===== config.mk =====
export PLATFORM = sky130hd
export DESIGN_NAME = instruction_encoder_flat
export DESIGN_NICKNAME = d
export VERILOG_FILES = /design/src/rtl/instruction_encoder_pkg.sv /design/src/rtl/instruction_encoder_if.sv /design/src/rtl/instruction_encoder_packer.sv /design/src/rtl/instruction_encoder.sv /design/src/flat_wrapper.sv
export SDC_FILE = /design/constraint.sdc
export NUM_CORES = 1
export LEC_CHECK = 0
export CORE_MARGIN = 5
export CORE_UTILIZATION = 51
export CTS_CLUSTER_SIZE = 16
export DETAILED_ROUTE_END_ITERATION = 8
export GPL_TIMING_DRIVEN = 0
export PLACE_DENSITY = 0.9
export SYNTH_ARGS = -nofsm -noshare
export SYNTH_HDL_FRONTEND = slang
export SYNTH_HIERARCHICAL = 1
export SYNTH_SLANG_ARGS = --single-unit

===== constraint.sdc =====
create_clock -name clk -period 5.3 [get_ports clk]
set_clock_uncertainty 0.1 [all_clocks]
set_input_delay 1.59 -clock clk [delete_from_list [all_inputs] [get_ports clk]]
set_output_delay 1.59 -clock clk [all_outputs]
set_load 0.01 [all_outputs]

===== src/rtl/instruction_encoder_pkg.sv =====
// Shared RISC-V encoding definitions (riscv_defs): format codes, opcodes and the NOP word.
// Also imported by immediate_decoder, so keep the fmt numbering stable.
package riscv_defs;

  localparam int XLEN = 64;

  typedef enum logic [2:0] {
    FMT_R    = 3'd0,
    FMT_I    = 3'd1,
    FMT_S    = 3'd2,
    FMT_B    = 3'd3,
    FMT_U    = 3'd4,
    FMT_J    = 3'd5,
    FMT_LI   = 3'd6,
    FMT_RSVD = 3'd7
  } fmt_e;

  typedef enum logic [1:0] {
    IDLE  = 2'd0,
    EMIT1 = 2'd1,
    EMIT2 = 2'd2
  } enc_state_e;

  localparam logic [6:0]  OPC_LUI       = 7'b0110111;
  localparam logic [6:0]  OPC_OP_IMM    = 7'b0010011;
  localparam logic [6:0]  OPC_OP_IMM_32 = 7'b0011011;
  localparam logic [2:0]  F3_ADDI       = 3'b000;
  localparam logic [31:0] NOP_WORD      = 32'h0000_0013;

  // True when value is representable as a signed integer of the given width.
  function automatic logic fits_signed(input logic [XLEN-1:0] value, input int bits);
    logic [XLEN-1:0] upper;
    upper = $signed(value) >>> (bits - 1);
    return (upper == '0) || (upper == '1);
  endfunction

endpackage


===== src/rtl/instruction_encoder_if.sv =====
// Request/response bundle for instruction_encoder; master drives requests, slave is the encoder.
interface instruction_encoder_if;
  import riscv_defs::*;

  logic            in_valid;
  logic            in_ready;
  logic [2:0]      fmt;
  logic [6:0]      opcode;
  logic [2:0]      funct3;
  logic [6:0]      funct7;
  logic [4:0]      rd;
  logic [4:0]      rs1;
  logic [4:0]      rs2;
  logic [XLEN-1:0] imm;
  logic            out_valid;
  logic            out_ready;
  logic [31:0]     instruction;
  logic            out_last;
  logic            range_err;

  modport master (
    output in_valid, fmt, opcode, funct3, funct7, rd, rs1, rs2, imm, out_ready,
    input  in_ready, out_valid, instruction, out_last, range_err
  );

  modport slave (
    input  in_valid, fmt, opcode, funct3, funct7, rd, rs1, rs2, imm, out_ready,
    output in_ready, out_valid, instruction, out_last, range_err
  );

endinterface


===== src/rtl/instruction_encoder_packer.sv =====
// Scatters the immediate into its RV bit positions for I/S/B/U/J and flags unrepresentable values.
// Bits outside the immediate fields are left zero so the caller can OR in register fields.
module imm_field_packer
  import riscv_defs::*;
(
  input  fmt_e            fmt_i,
  input  logic [XLEN-1:0] imm_i,
  output logic [31:0]     imm_bits_o,
  output logic            err_o
);

  always_comb begin
    imm_bits_o = '0;
    err_o      = 1'b0;
    case (fmt_i)
      FMT_I: begin
        imm_bits_o = {imm_i[11:0], 20'd0};
        err_o      = !fits_signed(imm_i, 12);
      end
      FMT_S: begin
        imm_bits_o = {imm_i[11:5], 13'd0, imm_i[4:0], 7'd0};
        err_o      = !fits_signed(imm_i, 12);
      end
      FMT_B: begin
        imm_bits_o = {imm_i[12], imm_i[10:5], 13'd0, imm_i[4:1], imm_i[11], 7'd0};
        err_o      = !fits_signed(imm_i, 13) || imm_i[0];
      end
      FMT_U: begin
        imm_bits_o = {imm_i[31:12], 12'd0};
        err_o      = (imm_i[11:0] != 12'd0) || !fits_signed(imm_i, 32);
      end
      FMT_J: begin
        imm_bits_o = {imm_i[20], imm_i[10:1], imm_i[11], imm_i[19:12], 12'd0};
        err_o      = !fits_signed(imm_i, 21) || imm_i[0];
      end
      default: begin
        imm_bits_o = '0;
        err_o      = 1'b0;
      end
    endcase
  end

endmodule


===== src/rtl/instruction_encoder.sv =====
// Encodes decoded instruction fields back into 32-bit RV words; LI expands to LUI+ADDIW when needed.
// Output words are registered and held under backpressure; a new request may enter as the last word leaves.
module instruction_encoder
  import riscv_defs::*;
#(
  parameter int CHECK_RANGE = 1
) (
  input logic                  clk,
  input logic                  reset,
  instruction_encoder_if.slave bus
);

  localparam bit RangeOn = (CHECK_RANGE != 0);

  enc_state_e  state_q;
  logic        out_valid_q;
  logic        out_last_q;
  logic        range_err_q;
  logic [31:0] instr_q;
  logic [31:0] word2_q;

  fmt_e        fmt;
  logic [31:0] imm_bits;
  logic        imm_err;
  logic [19:0] li_hi;
  logic [31:0] word1_d;
  logic [31:0] word2_d;
  logic        two_words_d;
  logic        err_d;
  logic        take;
  logic        accept;

  assign fmt = fmt_e'(bus.fmt);

  imm_field_packer u_packer (
    .fmt_i      (fmt),
    .imm_i      (bus.imm),
    .imm_bits_o (imm_bits),
    .err_o      (imm_err)
  );

  // Rounds the upper part so that ADDIW's sign-extended low 12 bits land on the exact value.
  assign li_hi = bus.imm[31:12] + {19'd0, bus.imm[11]};

  always_comb begin
    word1_d     = NOP_WORD;
    word2_d     = NOP_WORD;
    two_words_d = 1'b0;
    err_d       = 1'b0;
    case (fmt)
      FMT_R: word1_d = {bus.funct7, bus.rs2, bus.rs1, bus.funct3, bus.rd, bus.opcode};
      FMT_I: begin
        word1_d = {12'd0, bus.rs1, bus.funct3, bus.rd, bus.opcode} | imm_bits;
        err_d   = imm_err;
      end
      FMT_S, FMT_B: begin
        word1_d = {7'd0, bus.rs2, bus.rs1, bus.funct3, 5'd0, bus.opcode} | imm_bits;
        err_d   = imm_err;
      end
      FMT_U, FMT_J: begin
        word1_d = {20'd0, bus.rd, bus.opcode} | imm_bits;
        err_d   = imm_err;
      end
      FMT_LI: begin
        if (fits_signed(bus.imm, 12)) begin
          word1_d = {bus.imm[11:0], 5'd0, F3_ADDI, bus.rd, OPC_OP_IMM};
        end else if (fits_signed(bus.imm, 32)) begin
          word1_d     = {li_hi, bus.rd, OPC_LUI};
          word2_d     = {bus.imm[11:0], bus.rd, F3_ADDI, bus.rd, OPC_OP_IMM_32};
          two_words_d = (bus.imm[11:0] != 12'd0);
        end else begin
          err_d = 1'b1;
        end
      end
      default: err_d = 1'b1;
    endcase
  end

  assign take         = out_valid_q & bus.out_ready;
  assign bus.in_ready = (state_q == IDLE) | (take & out_last_q);
  assign accept       = bus.in_valid & bus.in_ready;

  always_ff @(posedge clk) begin
    if (reset) begin
      state_q     <= IDLE;
      out_valid_q <= 1'b0;
      instr_q     <= '0;
      out_last_q  <= 1'b0;
      range_err_q <= 1'b0;
      word2_q     <= '0;
    end else if (accept) begin
      state_q     <= EMIT1;
      out_valid_q <= 1'b1;
      instr_q     <= word1_d;
      out_last_q  <= !two_words_d;
      range_err_q <= RangeOn & err_d;
      word2_q     <= word2_d;
    end else begin
      case (state_q)
        EMIT1: begin
          if (take) begin
            if (!out_last_q) begin
              state_q     <= EMIT2;
              instr_q     <= word2_q;
              out_last_q  <= 1'b1;
              range_err_q <= 1'b0;
            end else begin
              state_q     <= IDLE;
              out_valid_q <= 1'b0;
            end
          end
        end
        EMIT2: begin
          if (take) begin
            state_q     <= IDLE;
            out_valid_q <= 1'b0;
          end
        end
        default: ;
      endcase
    end
  end

  assign bus.out_valid   = out_valid_q;
  assign bus.instruction = instr_q;
  assign bus.out_last    = out_last_q;
  assign bus.range_err   = range_err_q;

endmodule


===== src/flat_wrapper.sv =====
// flat-port wrapper written by rule: the top's interface ports become plain ports
module instruction_encoder_flat import riscv_defs::*;
#(
  parameter int CHECK_RANGE = 1
)
  (clk, reset, bus_in_valid, bus_fmt, bus_opcode, bus_funct3, bus_funct7, bus_rd, bus_rs1, bus_rs2, bus_imm, bus_out_ready, bus_in_ready, bus_out_valid, bus_instruction, bus_out_last, bus_range_err);
  instruction_encoder_if bus_i ();
  input logic clk;
  input logic reset;
  input wire logic [$bits(bus_i.in_valid)-1:0] bus_in_valid;
  input wire logic [$bits(bus_i.fmt)-1:0] bus_fmt;
  input wire logic [$bits(bus_i.opcode)-1:0] bus_opcode;
  input wire logic [$bits(bus_i.funct3)-1:0] bus_funct3;
  input wire logic [$bits(bus_i.funct7)-1:0] bus_funct7;
  input wire logic [$bits(bus_i.rd)-1:0] bus_rd;
  input wire logic [$bits(bus_i.rs1)-1:0] bus_rs1;
  input wire logic [$bits(bus_i.rs2)-1:0] bus_rs2;
  input wire logic [$bits(bus_i.imm)-1:0] bus_imm;
  input wire logic [$bits(bus_i.out_ready)-1:0] bus_out_ready;
  output wire logic [$bits(bus_i.in_ready)-1:0] bus_in_ready;
  output wire logic [$bits(bus_i.out_valid)-1:0] bus_out_valid;
  output wire logic [$bits(bus_i.instruction)-1:0] bus_instruction;
  output wire logic [$bits(bus_i.out_last)-1:0] bus_out_last;
  output wire logic [$bits(bus_i.range_err)-1:0] bus_range_err;
  assign bus_i.in_valid = bus_in_valid;
  assign bus_i.fmt = bus_fmt;
  assign bus_i.opcode = bus_opcode;
  assign bus_i.funct3 = bus_funct3;
  assign bus_i.funct7 = bus_funct7;
  assign bus_i.rd = bus_rd;
  assign bus_i.rs1 = bus_rs1;
  assign bus_i.rs2 = bus_rs2;
  assign bus_i.imm = bus_imm;
  assign bus_i.out_ready = bus_out_ready;
  assign bus_in_ready = bus_i.in_ready;
  assign bus_out_valid = bus_i.out_valid;
  assign bus_instruction = bus_i.instruction;
  assign bus_out_last = bus_i.out_last;
  assign bus_range_err = bus_i.range_err;
  instruction_encoder #(.CHECK_RANGE(CHECK_RANGE)) u_core (.clk(clk), .reset(reset), .bus(bus_i));
endmodule

## Yosys cells after proc, flatten, opt, wreduce, memory -nomap -nowiden

Cells that the tools add are included.

- Register bits after elaboration: 69
- Input port bits: 103
- Output and inout port bits: 36

- $add $sub $neg: 1
- Equality and inequality tests: 18
- Muxes and demuxes: 35
- Bitwise operators: 7
- Reduce and logical (&&, ||, !) cells: 33

Operators with widths:

| operator | count |
|---|---|
| 32-bit one-hot mux with 5 select lines | 2 |
| 32-bit two-way mux | 9 |
| 64-bit equality test (second input constant) | 4 |
| 64-bit logical NOT | 4 |
| 12-bit by 32-bit bitwise OR with 32-bit output | 1 |
| 20-bit by 32-bit bitwise OR with 32-bit output | 1 |
| 25-bit by 32-bit bitwise OR with 32-bit output | 1 |
| 20-bit by 1-bit adder with 20-bit output | 1 |
| 1-bit two-way mux | 17 |
| 12-bit nonzero test | 1 |
| 3-bit equality test (second input constant) | 3 |
| 3-bit by 1-bit inequality test with 1-bit output (second input constant) | 3 |
| 3-bit AND reduction | 3 |
| 2-bit OR reduction | 4 |
| 1-bit logical OR | 7 |
| 3-bit by 2-bit equality test with 1-bit output (second input constant) | 2 |
| 2-bit two-way mux | 3 |
| 2-bit nonzero test | 3 |
| 1-bit logical NOT | 5 |
| 5-bit OR reduction | 1 |
| 2-bit by 1-bit inequality test with 1-bit output (second input constant) | 2 |
| 1-bit one-hot mux with 4 select lines | 1 |
| 2-bit one-hot mux with 2 select lines | 1 |
| 4-bit AND reduction | 1 |
| other kinds (12) | 14 |

## Depth between registers and ports, before layout

- Word-level depth: 7
- Gate-level depth with buffers: 10
- Mapped depth without buffers: 8

## By module

Netlist, hierarchy kept.

By module, submodules not included:

| module | instances | cells each | area each (um^2) |
|---|---|---|---|
| instruction_encoder | 1 | 482 | 3612.2 |
| imm_field_packer | 1 | 124 | 780.7 |

## Worst setup path after synthesis

Ideal clock, no wire load.

- Kind: input -> register
- Start: in bus_imm[39]
- End: reg u_core.word2_q[23]
- Library setup time: 0.059 ns
- Arrival time: 3.583 ns
- Required time: 5.141 ns
- Path slack: 1.559 ns
- Stages on the path: 9
- Buffers on the path: 3
- Cells stage by stage: nor4_1 and2_1 or3b_1 buf_2 a2111oi_4 and3_1 buf_6 buf_6 a22o_1

- Word-level cells in the longest chain between the ends: 5

Ends and longest elaborated chain:

| element | line | text |
|---|---|---|
| start, declared | flat_wrapper.sv:18 | `input wire logic [$bits(bus_i.imm)-1:0] bus_imm;` |
| 64-bit equality test / 64-bit logical NOT (equally long branches) | instruction_encoder_pkg.sv:34 | `return (upper == '0) \|\| (upper == '1);` |
| 1-bit logical OR | instruction_encoder_pkg.sv:34 |  |
| 32-bit two-way mux | instruction_encoder.sv:67 | `end else if (fits_signed(bus.imm, 32)) begin` |
| 32-bit two-way mux * | instruction_encoder.sv:65 | `if (fits_signed(bus.imm, 12)) begin` |
| 32-bit two-way mux * | instruction_encoder.sv:50 | `case (fmt)` |
| end signal, assigned | instruction_encoder.sv:97 | `word2_q <= word2_d;` |
| end, declared | instruction_encoder.sv:20 | `logic [31:0] word2_q;` |

Mark *: on every way between the ends. The rest lies on a longest branch, timed or not.
A chain may end at the register's enable or synchronous reset.

## Final worst setup path

- Start: in bus_imm[11]
- End: reg u_core.word2_q[26]

- Word-level cells in the longest chain between the ends: 4

Ends and longest elaborated chain:

| element | line |
|---|---|
| 64-bit equality test / 64-bit logical NOT (equally long branches) | instruction_encoder_pkg.sv:34 |
| 1-bit logical OR * | instruction_encoder_pkg.sv:34 |
| 32-bit two-way mux * | instruction_encoder.sv:65 |
| 32-bit two-way mux * | instruction_encoder.sv:50 |

Marks and branches as above.

==> results.json <==
{
  "status": "finished clean",
  "synth_common_cells": "nand2_1 (62), dfxtp_1 (56), a21oi_1 (45), nor2_1 (45), o21ai_0 (32)",
  "synth_flop_cell": "dfxtp_1",
  "remaining_drc_errors": 0,
  "finalWeightedCongestion": 0.9701,
  "h-tree-depth": 2,
  "finalHoldViolations": 0,
  "netlist_area_mm2": 0.004393,
  "clk_latency_ps": 320,
  "period_minus_slack_ps": 4720,
  "netlist_instances": 606,
  "fin_setup_tns_ps": 0,
  "viasPerCell": 6.748,
  "fillers": 710,
  "ys_types": 57,
  "crit_top_cell": "and4_1",
  "min_to": "u_core/word2_q[25]",
  "die_area_mm2": 0.01057,
  "cp_max_fo": 12,
  "grt_use_met1": 0.4379,
  "max_freq_mhz": 211.9,
  "routedWlPerCell_um": 21.85,
  "coreArea_mm2": 0.008299,
  "post_cts_resized": 0,
  "cts_tree": "done",
  "grt-busiest-layer": "met2",
  "path_class": "in2reg",
  "synth_top_cell_by_area": "dfxtp_1",
  "crit_buf_inv": 3,
  "pre_cts_slack_ps": 343.0,
  "slew_viol_final": 0,
  "synth_top_area_share": 0.2552,
  "antenna_found_initial": 0,
  "ant_nets": 0,
  "grt_setup_unrepaired": "no",
  "peakVddDrop_mv": 0.1035,
  "die_y_um": 102.8,
  "worstSetupEndpointType": "flip-flop",
  "clockBufferDepth": 2,
  "cts_made_buffers": 5,
  "worstHoldPathCells": 1,
  "num_rows": 33,
  "place_inst": 853,
  "die_w_um": 102.8,
  "ff2ff_path_depth": 7,
  "yosysWarnings": 6,
  "p_leak_nw": 2.003,
  "grt_util_met3": 0.05480,
  "syn_area_per_cell_um2": 7.249,
  "cp.required_ps": 5470,
  "powerDensity_mw_per_mm2": 191.2,
  "hold_buffers": 0,
  "ys_seq_elements": 56,
  "start_util": 0.5293,
  "yosysSeqAreaShare": 0.2552,
  "max-cap-violations": 0,
  "grt_max_degree": 20,
  "finalPower_mw": 1.148,
  "r2r-end": "u_core/bus.instruction[14]",
  "cts_sinks": 56,
  "areaGrowthSynthToFinish_pct": 36.68,
  "place_hpwl_um": 14410,
  "slowest_stage": "clkdlybuf4s50_1",
  "ff2ff_setup_slack_ps": 2350,
  "grt_usage": 0.3413,
  "stdcell_count": 861,
  "worstPathArrival_ps": 4890,
  "synth_area_leaders": "dfxtp_1 (26%), nand2_1 (5.3%), a21oi_1 (5.1%)",
  "critPathMaxStageDelay_ps": 710,
  "dr.pass1.iters": 5,
  "drt_iter0_drc": 600,
  "post_route_cells_drive_above_1_share": 0.04762,
  "hold_path_class": "reg2reg",
  "drt_wl_total_um": 18810,
  "grt_pass1_wl_um": 28210,
  "fin_nets": 861,
  "grt_util_met2": 0.5641,
  "period_share": 0.8906,
  "setup_slack_ps": 580.0,
  "post-synth-top-count-cell": "nand2_1",
  "min-delay-start": "u_core/word2_q[25]",
  "tightest_slew_ps": 954.0,
  "n_antenna_cell": 0,
  "vias": 5810,
  "grt_pass1_vias": 5535,
  "synth-async-reset-ratio": 0,
  "grt_overflow": 0,
  "post_cts_buffers": 0,
  "ios": 139,
  "setup_viol": 0,
  "r2r-start": "u_core/state_q[0]",
  "synth_edf_count": 0,
  "cp_top_family": "simple AND/OR/NAND/NOR gates",
  "port_buffers": 136,
  "cts_root_buf": "clkbuf_8",
  "crit_chain": "clkdlybuf4s50_1 > ha_1 > and4_1 > and4_1 > and4_1 > a2111oi_4 > and3_1 > buf_6 > buf_6 > a22o_1",
  "maxSlewHeadroom": 0.3597,
  "start_kind": "input pin",
  "clkTransAtPathRegs_ps": 110
}
## logic make-up (layout without fill, tap and decap cells)
logic type | count (synthesis) | after routing | share of synthesized area
simple gates | 252 | 252 | 0.3036
compound gates | 215 | 215 | 0.3264
buf+inv | 57 | 201 | 0.06009
flops | 56 | 56 | 0.2552
xor+xnor | 19 | 19 | 0.03788
fa+ha+maj | 3 | 3 | 0.008545
mux | 3 | 3 | 0.007405
other cells | 1 | 7 | 0.0008536
## layout make-up
cell class | count | area, µm² | area share
clock buffers | 5 | 68.82 | 0.01146
repair buffers | 136 | 1361 | 0.2267
multi-input cells | 499 | 3030 | 0.5047
clock inverters | 3 | 27.53 | 0.004584
inverters | 12 | 45.04 | 0.007502
well taps | 105 | 131.4 | 0.02188
flip-flops and latches | 56 | 1121 | 0.1867
plain buffers | 45 | 219.0 | 0.03647
## through the flow
stage                     utilization  hold WS [ps]  instance area (µm²)
after CTS                      0.7235         388.5                 6005
after global routing           0.7235         402.3                 6005
after floorplan                     -         325.8                 4415
final                          0.7235         391.1                 6005
after detailed placement       0.7119         358.8                 5908
after global placement         0.7119         342.3                 5908
## worst max-delay path by stage
| stage | from | endpoint | slack (ps) | cells past startpoint |
|---|---|---|---|---|
| 4_1_cts | bus_out_ready | bus_in_ready | 640 | 4 |
| 3_5_place_dp | bus_imm[11] | u_core/word2_q[30] | 340 | 10 |
| 5_1_grt | bus_imm[63] | u_core/word2_q[26] | 510 | 9 |
| 6_report | bus_imm[11] | u_core/word2_q[26] | 580 | 10 |
| 2_1_floorplan | bus_imm[39] | u_core/word2_q[23] | 1560 | 9 |
| 3_3_place_gp | bus_imm[11] | u_core/bus.instruction[20] | 370 | 9 |
## sequential cells by signal, indices dropped and copies added, names as in the netlist
signal and count:
u_core/bus.instruction 32, u_core/word2_q 19, u_core/state_q 2, u_core/bus.out_last 1, u_core/bus.out_valid 1, u_core/bus.range_err 1
## worst reg2reg max path, cell delays in order (launching register included)
cell,delay (ps)
dfxtp_1,380
or3b_2,530
o21a_1,130
clkbuf_1,220
a31oi_1,630
clkbuf_1,490
nand3_1,170
a21oi_1,230
## layer usage
layer	vias to the layer above	wire length (µm)
met1	2670	7167
met5	-	0
met3	74	2183
met2	451	8680
li1	2615	-
met4	0	779
## placed cells by master (no fill, tap or decap), drive strengths merged, types with 3 or more instances in the layout
cell	count
or3	4
a311oi	4
a211oi	6
buf	18
a21oi	45
and2	20
nand2	62
o211ai	24
a21o	5
nor2	45
o31ai	5
and3	4
inv	12
nand4	28
ha	3
or4	3
nor4	33
conb	7
a31oi	21
xnor2	13
nor3	12
o21a	4
o21ai	35
clkdlybuf4s50	136
a22o	16
a22oi	27
xor2	6
and4	5
clkbuf	32
o22ai	9
nor2b	5
dfxtp	56
a221oi	4
nand3	21
## report_power, final
part / switching (mW) / internal [mW]
Sequential: 0.0169 / 0.448
Clock: 0.161 / 0.0977
Combinational: 0.231 / 0.193
Total: 0.410 / 0.739
Note: power is estimated with default switching activity, not from simulation.
